File: config.mk
export PLATFORM = sky130hd
export DESIGN_NAME = booth_mul_ctrl
export DESIGN_NICKNAME = d
export VERILOG_FILES = /design/src/rtl/booth_pkg.sv /design/src/rtl/booth_addsub.sv /design/src/rtl/booth_mul_ctrl.sv
export SDC_FILE = /design/constraint.sdc
export NUM_CORES = 1
export LEC_CHECK = 0
export CAP_MARGIN = 20
export CORE_MARGIN = 3
export CORE_UTILIZATION = 50
export DETAILED_ROUTE_END_ITERATION = 10
export GPL_TIMING_DRIVEN = 0
export PLACE_DENSITY = 0.75
export SYNTH_ARGS = -nofsm -noshare
export SYNTH_HDL_FRONTEND = slang
export SYNTH_SLANG_ARGS = --single-unit
File: constraint.sdc
create_clock -name clk -period 8.2 [get_ports clk]
set_clock_uncertainty 0.1 [all_clocks]
set_input_delay 1.64 -clock clk [delete_from_list [all_inputs] [get_ports clk]]
set_output_delay 1.64 -clock clk [all_outputs]
set_load 0.05 [all_outputs]
File: src/rtl/booth_pkg.sv
// booth_pkg: shared state encoding, Booth op codes and default width for the Booth multiplier
package booth_pkg;
    localparam int DEF_WIDTH = 8;
    typedef enum logic [1:0] {ST_IDLE = 2'd0, ST_CALC = 2'd1, ST_DONE = 2'd2} state_t;
    typedef enum logic [1:0] {OP_NOP = 2'd0, OP_ADD = 2'd1, OP_SUB = 2'd2} op_t;
endpackage

File: src/rtl/booth_addsub.sv
// booth_addsub: ripple-carry add/sub (s = a + (b ^ m) + ci), one guard bit wider than the operands
module booth_addsub #(
    parameter int N = 9
) (
    input  logic [N-1:0] a,
    input  logic [N-1:0] b,
    input  logic         ci,
    input  logic         m,
    output logic [N-1:0] s
);
    logic [N-1:0] c;
    logic [N-1:0] bx;
    assign bx   = b ^ {N{m}};
    assign c[0] = ci;
    for (genvar k = 0; k < N; k++) begin : g_fa
        assign s[k] = a[k] ^ bx[k] ^ c[k];
        if (k < N - 1) begin : g_c
            assign c[k+1] = (a[k] & bx[k]) | (c[k] & (a[k] ^ bx[k]));
        end
    end
endmodule

File: src/rtl/booth_mul_ctrl.sv
// booth_mul_ctrl: sequential radix-2 Booth controller for signed WIDTH x WIDTH multiplication
module booth_mul_ctrl
    import booth_pkg::*;
#(
    parameter int WIDTH = DEF_WIDTH,
    parameter int CNT_W = 4
) (
    input  logic               clk,
    input  logic               rst,
    input  logic               start,
    input  logic [WIDTH-1:0]   a,
    input  logic [WIDTH-1:0]   b,
    output logic               busy,
    output logic               done,
    output logic [2*WIDTH-1:0] product
);
    state_t           state, nxt;
    op_t              op;
    logic [WIDTH:0]   acc, mcand, sum, acc_nx;
    logic [WIDTH-1:0] mplier, mplier_nx;
    logic             q1;
    logic [CNT_W-1:0] cnt;
    logic             last;

    booth_addsub #(.N(WIDTH + 1)) u_addsub (
        .a (acc),
        .b (op == OP_NOP ? '0 : mcand),
        .ci(op == OP_SUB),
        .m (op == OP_SUB),
        .s (sum)
    );

    // Booth recoding of {Q[0], Q_1}, the shifted next values and the next FSM state
    always_comb begin
        op        = (mplier[0] & ~q1) ? OP_SUB : (~mplier[0] & q1) ? OP_ADD : OP_NOP;
        acc_nx    = {sum[WIDTH], sum[WIDTH:1]};
        mplier_nx = {sum[0], mplier[WIDTH-1:1]};
        last      = cnt == CNT_W'(1);
        nxt       = state;
        case (state)
            ST_IDLE: nxt = start ? ST_CALC : ST_IDLE;
            ST_CALC: nxt = last ? ST_DONE : ST_CALC;
            default: nxt = ST_IDLE;
        endcase
    end

    // State register plus registered busy/done derived from the next state
    always_ff @(posedge clk or posedge rst) begin
        if (rst) begin
            state <= ST_IDLE;
            busy  <= 1'b0;
            done  <= 1'b0;
        end else begin
            state <= nxt;
            busy  <= nxt != ST_IDLE;
            done  <= nxt == ST_DONE;
        end
    end

    // Operand capture on an accepted start, one add/shift iteration per CALC cycle
    always_ff @(posedge clk or posedge rst) begin
        if (rst) begin
            acc     <= '0;
            mcand   <= '0;
            mplier  <= '0;
            q1      <= 1'b0;
            cnt     <= '0;
            product <= '0;
        end else if (state == ST_IDLE && start) begin
            acc    <= '0;
            mcand  <= {a[WIDTH-1], a};
            mplier <= b;
            q1     <= 1'b0;
            cnt    <= CNT_W'(WIDTH);
        end else if (state == ST_CALC) begin
            acc    <= acc_nx;
            mplier <= mplier_nx;
            q1     <= mplier[0];
            cnt    <= cnt - CNT_W'(1);
            if (last) product <= {acc_nx[WIDTH-1:0], mplier_nx};
        end
    end
endmodule

==> flow_metrics.tcl, run 1 <==
set metrics [dict create \
    cts_tree "done" \
    clockBufferDepth 2 \
    critPathLaunch "mplier[0]" \
    fmaxAchievable_ghz 0.229 \
    final_core_util_pct 65.4 \
    clk_latency_ns 0.31 \
    ys.flop_type "dfrtp_1" \
    syn_to_final_growth_pct 24.2 \
    grt-ovfl-total 0 \
    yosys_warnings 0 \
    antenna_left 0 \
    cts_root_buffer "clkbuf_8" \
    syn_avg_cell_area_sq_um 12.4 \
    final-hold-violation-count 0 \
    hp-class "reg -> reg" \
    setup_slack_ns 3.84 \
    grt_pass1_vias 1577 \
    synth_xor_area_share_pct 3.37 \
    rows 24 \
    r2r-start "mplier[0]" \
    synth_top_family_by_area "multiplexers" \
    grt_max_degree 36 \
    routedWlPerCell_microns 15.3 \
    crit_arrival_ns 4.49 \
    status "finished, final reports clean" \
    min_period_over_period_pct 53.2 \
    rsz0062_at_grt "no" \
    dp_slack_ns 3.87 \
    num_vias 1532 \
    core-area_sq_um 4440 \
    synth_fa_ha_area_share_pct 8.45 \
    worstSetupPathType "reg -> reg" \
    tns_ns 0 \
    antenna_found_initial 0 \
    worst_ep_required_time_ns 8.33 \
    dp_hpwl_microns 3040 \
    nets 262 \
    synth-edff-count 0 \
    min-delay-start "mcand[4]" \
    drc 0 \
    grt_usage_pct 17.7 \
    synth-seq-cells 49 \
    wirelength_microns 4360 \
    dieArea_sq_um 5540 \
    seq_area_frac_synth_pct 52.4 \
    max_cap_violations 0 \
    grt_pass1_wl_microns 7360 \
    start_kind "flip-flop" \
    start_util_pct 52.6 \
    synthSimpleGateAreaFrac_pct 9.52 \
    layout-drive-gt1-share_pct 19.3 \
    antenna_cells 0 \
    fp.dieW_microns 74.4 \
    dp.cells 277 \
    period_needed_ns 4.36 \
    ys_async_sr_fraction_pct 100 \
    synth_compound_area_share_pct 9.20 \
    drv_slew 0 \
    place_congestion 0.774 \
    syn_inst 188 \
    cts_setup_buffers 0 \
    drtIter0Drc 94 \
    cp_max_fo 8 \
    tightest_slew_ns 0.500 \
    viasPerCell 5.38 \
    portBuffers 36 \
    boundaryPins 37 \
    setup_violations 0 \
    cts-resized-gates 0 \
    netlist-cell-type-count 34 \
    nFillCells 347 \
    cts_htree_levels 2 \
    fp.dieH_microns 74.4 \
    worstSetupEndpointType "flip-flop" \
    clk_pin_slew_worst_paths_ns 0.10 \
    maxSlewHeadroom_pct 66.6 \
    fin_cells 285 \
    drtPass1Iterations 4 \
    syn-cell-area_sq_um 2340 \
    cts_buffers 5 \
    clkSinkCount 49 \
    syn_nets 218 \
    hold_buffers 0 \
    synth_mux_area_share_pct 12.0 \
]
[stage by stage]
stage	hold WS (ns)	area, sq um
after global placement	0.382	2770
after global routing	0.427	2910
final	0.406	2910
after detailed placement	0.388	2790
after CTS	0.409	2910
after floorplan	0.366	2340
[routing by layer]
layer	vias up	wire [microns]	global-route usage, %
li1	722	-	-
met1	766	2030	23.9
met2	39	2070	28.3
met3	5	217	5.14
met4	0	40	4.35
met5	-	0	0
[cell usage after synthesis (all sizes together) (3+ instances only)]
library cell | count | area share (%)
a21oi | 6 | 1.3
a22oi | 7 | 2.2
buf | 6 | 2.7
clkbuf | 3 | 0.48
dfrtp | 49 | 52
fa | 8 | 6.8
ha | 3 | 1.6
inv | 12 | 1.9
mux2 | 22 | 12
nand2 | 21 | 3.4
nand2b | 6 | 1.6
nor2b | 5 | 1.4
o21ai | 11 | 2.4
o22ai | 4 | 1.1
o31ai | 3 | 0.96
xnor2 | 7 | 2.6
[placed cells by master (no fill, tap or decap), drive strengths merged, types with 6 or more instances in the layout]
cell,instances
a21oi,6
a22oi,7
buf,7
clkbuf,9
clkdlybuf4s50,36
dfrtp,49
fa,8
inv,12
mux2,22
nand2,21
nand2b,6
o21ai,11
xnor2,7
[kinds of logic after synthesis]
| family | Yosys count |
|---|---|
| mux | 23 |
| flops | 49 |
| simple gates | 41 |
| compound gates | 34 |
| fa+ha+maj | 11 |
| buf+inv | 21 |
| xor+xnor | 9 |
[worst max-delay path: stages, from the launching register on]
cell	delay (ns)
dfrtp_1	0.43
ha_1	0.43
nor2b_1	0.22
mux2_2	0.37
fa_1	0.38
fa_1	0.39
fa_1	0.38
inv_1	0.09
fa_1	0.17
inv_1	0.05
fa_1	0.35
inv_1	0.08
fa_1	0.23
fa_1	0.45
o22ai_1	0.17
[final cells by class]
type,count,area [sq um],share of cell area [%]
Clock inverter,2,37.5,1.29
Tap cell,52,65.1,2.24
Timing Repair Buffer,37,380,13.1
Clock buffer,6,82.6,2.84
Inverter,12,45.0,1.55
Multi-Input combinational cell,118,995,34.2
Buffer,9,73.8,2.54
Sequential cell,49,1230,42.2
[state kept, by name, summed over array words and instances, names as in the netlist]
name and flops:
cnt 4, busy 1, mplier 8, acc 8, product 16, done 1, state 2, q1 1
mcand 8
[path summary, 6_finish.rpt]
check | endpoint | slack (ns) | cells after the start
max | acc[6] | 3.84 | 14
min | mcand[4] | 0.41 | 1
max reg2reg | acc[6] | 3.84 | 14
min reg2reg | mcand[4] | 0.41 | 1
max in group asynchronous | product[14] | 6.01 | 3
min in group asynchronous | mplier[4] | 1.50 | 2
Power of run 1 is not shown: default switching activity piles up to over one toggle a cycle in this logic, so the estimate is an artifact.
==> inputs of run 2 (changes only) <==
CORE_UTILIZATION = 48   (was 50)
clock period = 3.72 ns   (was 8.2 ns; I/O delays follow)
==> flow_metrics.tcl, run 2 (same netlist as run 1, synthesis figures left out) <==
set metrics [dict create \
    fp.dieH_microns 75.8 \
    grt_usage_pct 18.5 \
    rows 24 \
    clk_latency_ns 0.30 \
    final_cell_mix "49 x dfrtp_1, 36 x clkdlybuf4s50_1, 21 x nand2_1, 15 x mux2_2, 11 x o21ai_0" \
    clkSinkCount 49 \
    critPathLaunch "q1" \
    grt_max_degree 39 \
    layout_commonest_cell "dfrtp_1" \
    boundaryPins 37 \
    violations "negative setup slack" \
    fp.dieW_microns 75.8 \
    antenna_cells 0 \
    num_vias 1513 \
    hold_buffers 0 \
    largest_reg_flops 16 \
    portBuffers 36 \
    place_congestion 0.764 \
    drc 0 \
    worstSetupEndpointType "flip-flop" \
    design_area_sq_um 2980 \
    min-delay-start "product[5]" \
    grt_pass1_wl_microns 7800 \
    cts_root_buffer "clkbuf_8" \
    start_kind "flip-flop" \
    met2_length_microns 2170 \
    worstSetupPathType "reg -> reg" \
    dieArea_sq_um 5750 \
    wl_met3_microns 192 \
    core-area_sq_um 4530 \
    viasPerCell 4.98 \
    clk_pin_slew_worst_paths_ns 0.08 \
    start_util_pct 51.6 \
    place_area_sq_um 2840 \
    wirelength_met1_microns 2110 \
    clockBufferDepth 2 \
    cts_tree "done" \
    grt-ovfl-total 0 \
    layout-drive-gt1-share_pct 26.4 \
    routedWlPerCell_microns 14.9 \
    cts_htree_levels 2 \
    grt_pass1_vias 1591 \
    maxSlewHeadroom_pct 66.4 \
    drtPass1Iterations 4 \
    min_period_over_period_pct 103 \
    setup_slack_ns -0.101 \
    cts_buffers 5 \
    setup_violations 2 \
    hp-class "reg -> reg" \
    worst_ep_required_time_ns 3.84 \
    final-hold-violation-count 0 \
    fmaxAchievable_ghz 0.262 \
    antenna_left 0 \
    largest_register "product" \
    drtIter0Drc 93 \
    cp_max_fo 3 \
    wirelength_microns 4530 \
    syn_to_final_growth_pct 27.3 \
    dp_hpwl_microns 3290 \
    antenna_found_initial 0 \
    period_needed_ns 3.82 \
    max_cap_violations 0 \
    crit_arrival_ns 3.94 \
    status "finished, violations left" \
    r2r-start "q1" \
    drv_slew 0 \
    rsz0062_at_grt "yes" \
    top_layer "met4" \
    nets 268 \
    tightest_slew_ns 0.502 \
]
run 2: changes by cell type in the layout (fill, tap and decap cells not counted), sizes merged:
cell,previous run,this run
buf,7,13
clkbuf,9,11
bufinv,1,0
clkinvlp,1,0
run 2: path summary, 6_finish.rpt:
| kind | cells after the start | endpoint | slack [ns] |
|---|---|---|---|
| worst min-delay path | 1 | product[5] | 0.41 |
| min in group asynchronous | 2 | acc[4] | 0.60 |
| worst max-delay path | 15 | acc[6] | -0.10 |
| worst min register to register | 1 | product[5] | 0.41 |
| worst max register to register | 15 | acc[6] | -0.10 |
| max in group asynchronous | 3 | cnt[0] | 2.43 |
run 2: final cells by class:
type / count / area [sq um]
buffer: 9 / 73.8
clock buffer: 8 / 80.1
fill: 377 / 1560
inverter: 12 / 45.0
multi-input combinational: 118 / 1050
sequential: 49 / 1230
tap: 65 / 81.3
timing repair buffer: 43 / 425
run 2: routing by layer:
| layer | vias up | GRT usage [%] |
|---|---|---|
| met3 | 6 | 4.49 |
| met5 | - | 0 |
| met2 | 30 | 29.8 |
| li1 | 727 | - |
| met4 | 0 | 5.24 |
| met1 | 750 | 25.1 |
run 2: metrics by stage:
stage	setup TNS [ns]	utilization, %	hold slack [ns]	std cells	setup slack (ns)
after floorplan	0	-	0.366	188	0.00736
after global placement	-0.251	62.1	0.382	289	-0.147
after detailed placement	-0.404	62.5	0.396	290	-0.218
after CTS	-0.148	65.3	0.415	303	-0.0810
after global routing	-0.559	65.7	0.427	304	-0.223
final	-0.149	65.7	0.408	304	-0.101
run 2: what timing repair did:
action                     4_1_cts  5_1_grt
gates resized for setup          2        5
pin swaps                        3        2
setup endpoints to repair        2        5
hold endpoints to repair         0        0
buffers inserted                 5        1
run 2: critical path: stages, from the launching register on:
cell and delay (ns):
dfrtp_1 0.38, inv_2 0.08, ha_4 0.22, nor2b_4 0.13, mux2_4 0.31, fa_2 0.34, fa_2 0.35, fa_2 0.34
inv_2 0.06, fa_2 0.18, inv_2 0.04, fa_2 0.32, inv_2 0.07, fa_2 0.20, fa_1 0.45, o22ai_1 0.17
Power of run 2 is left out for the same reason.
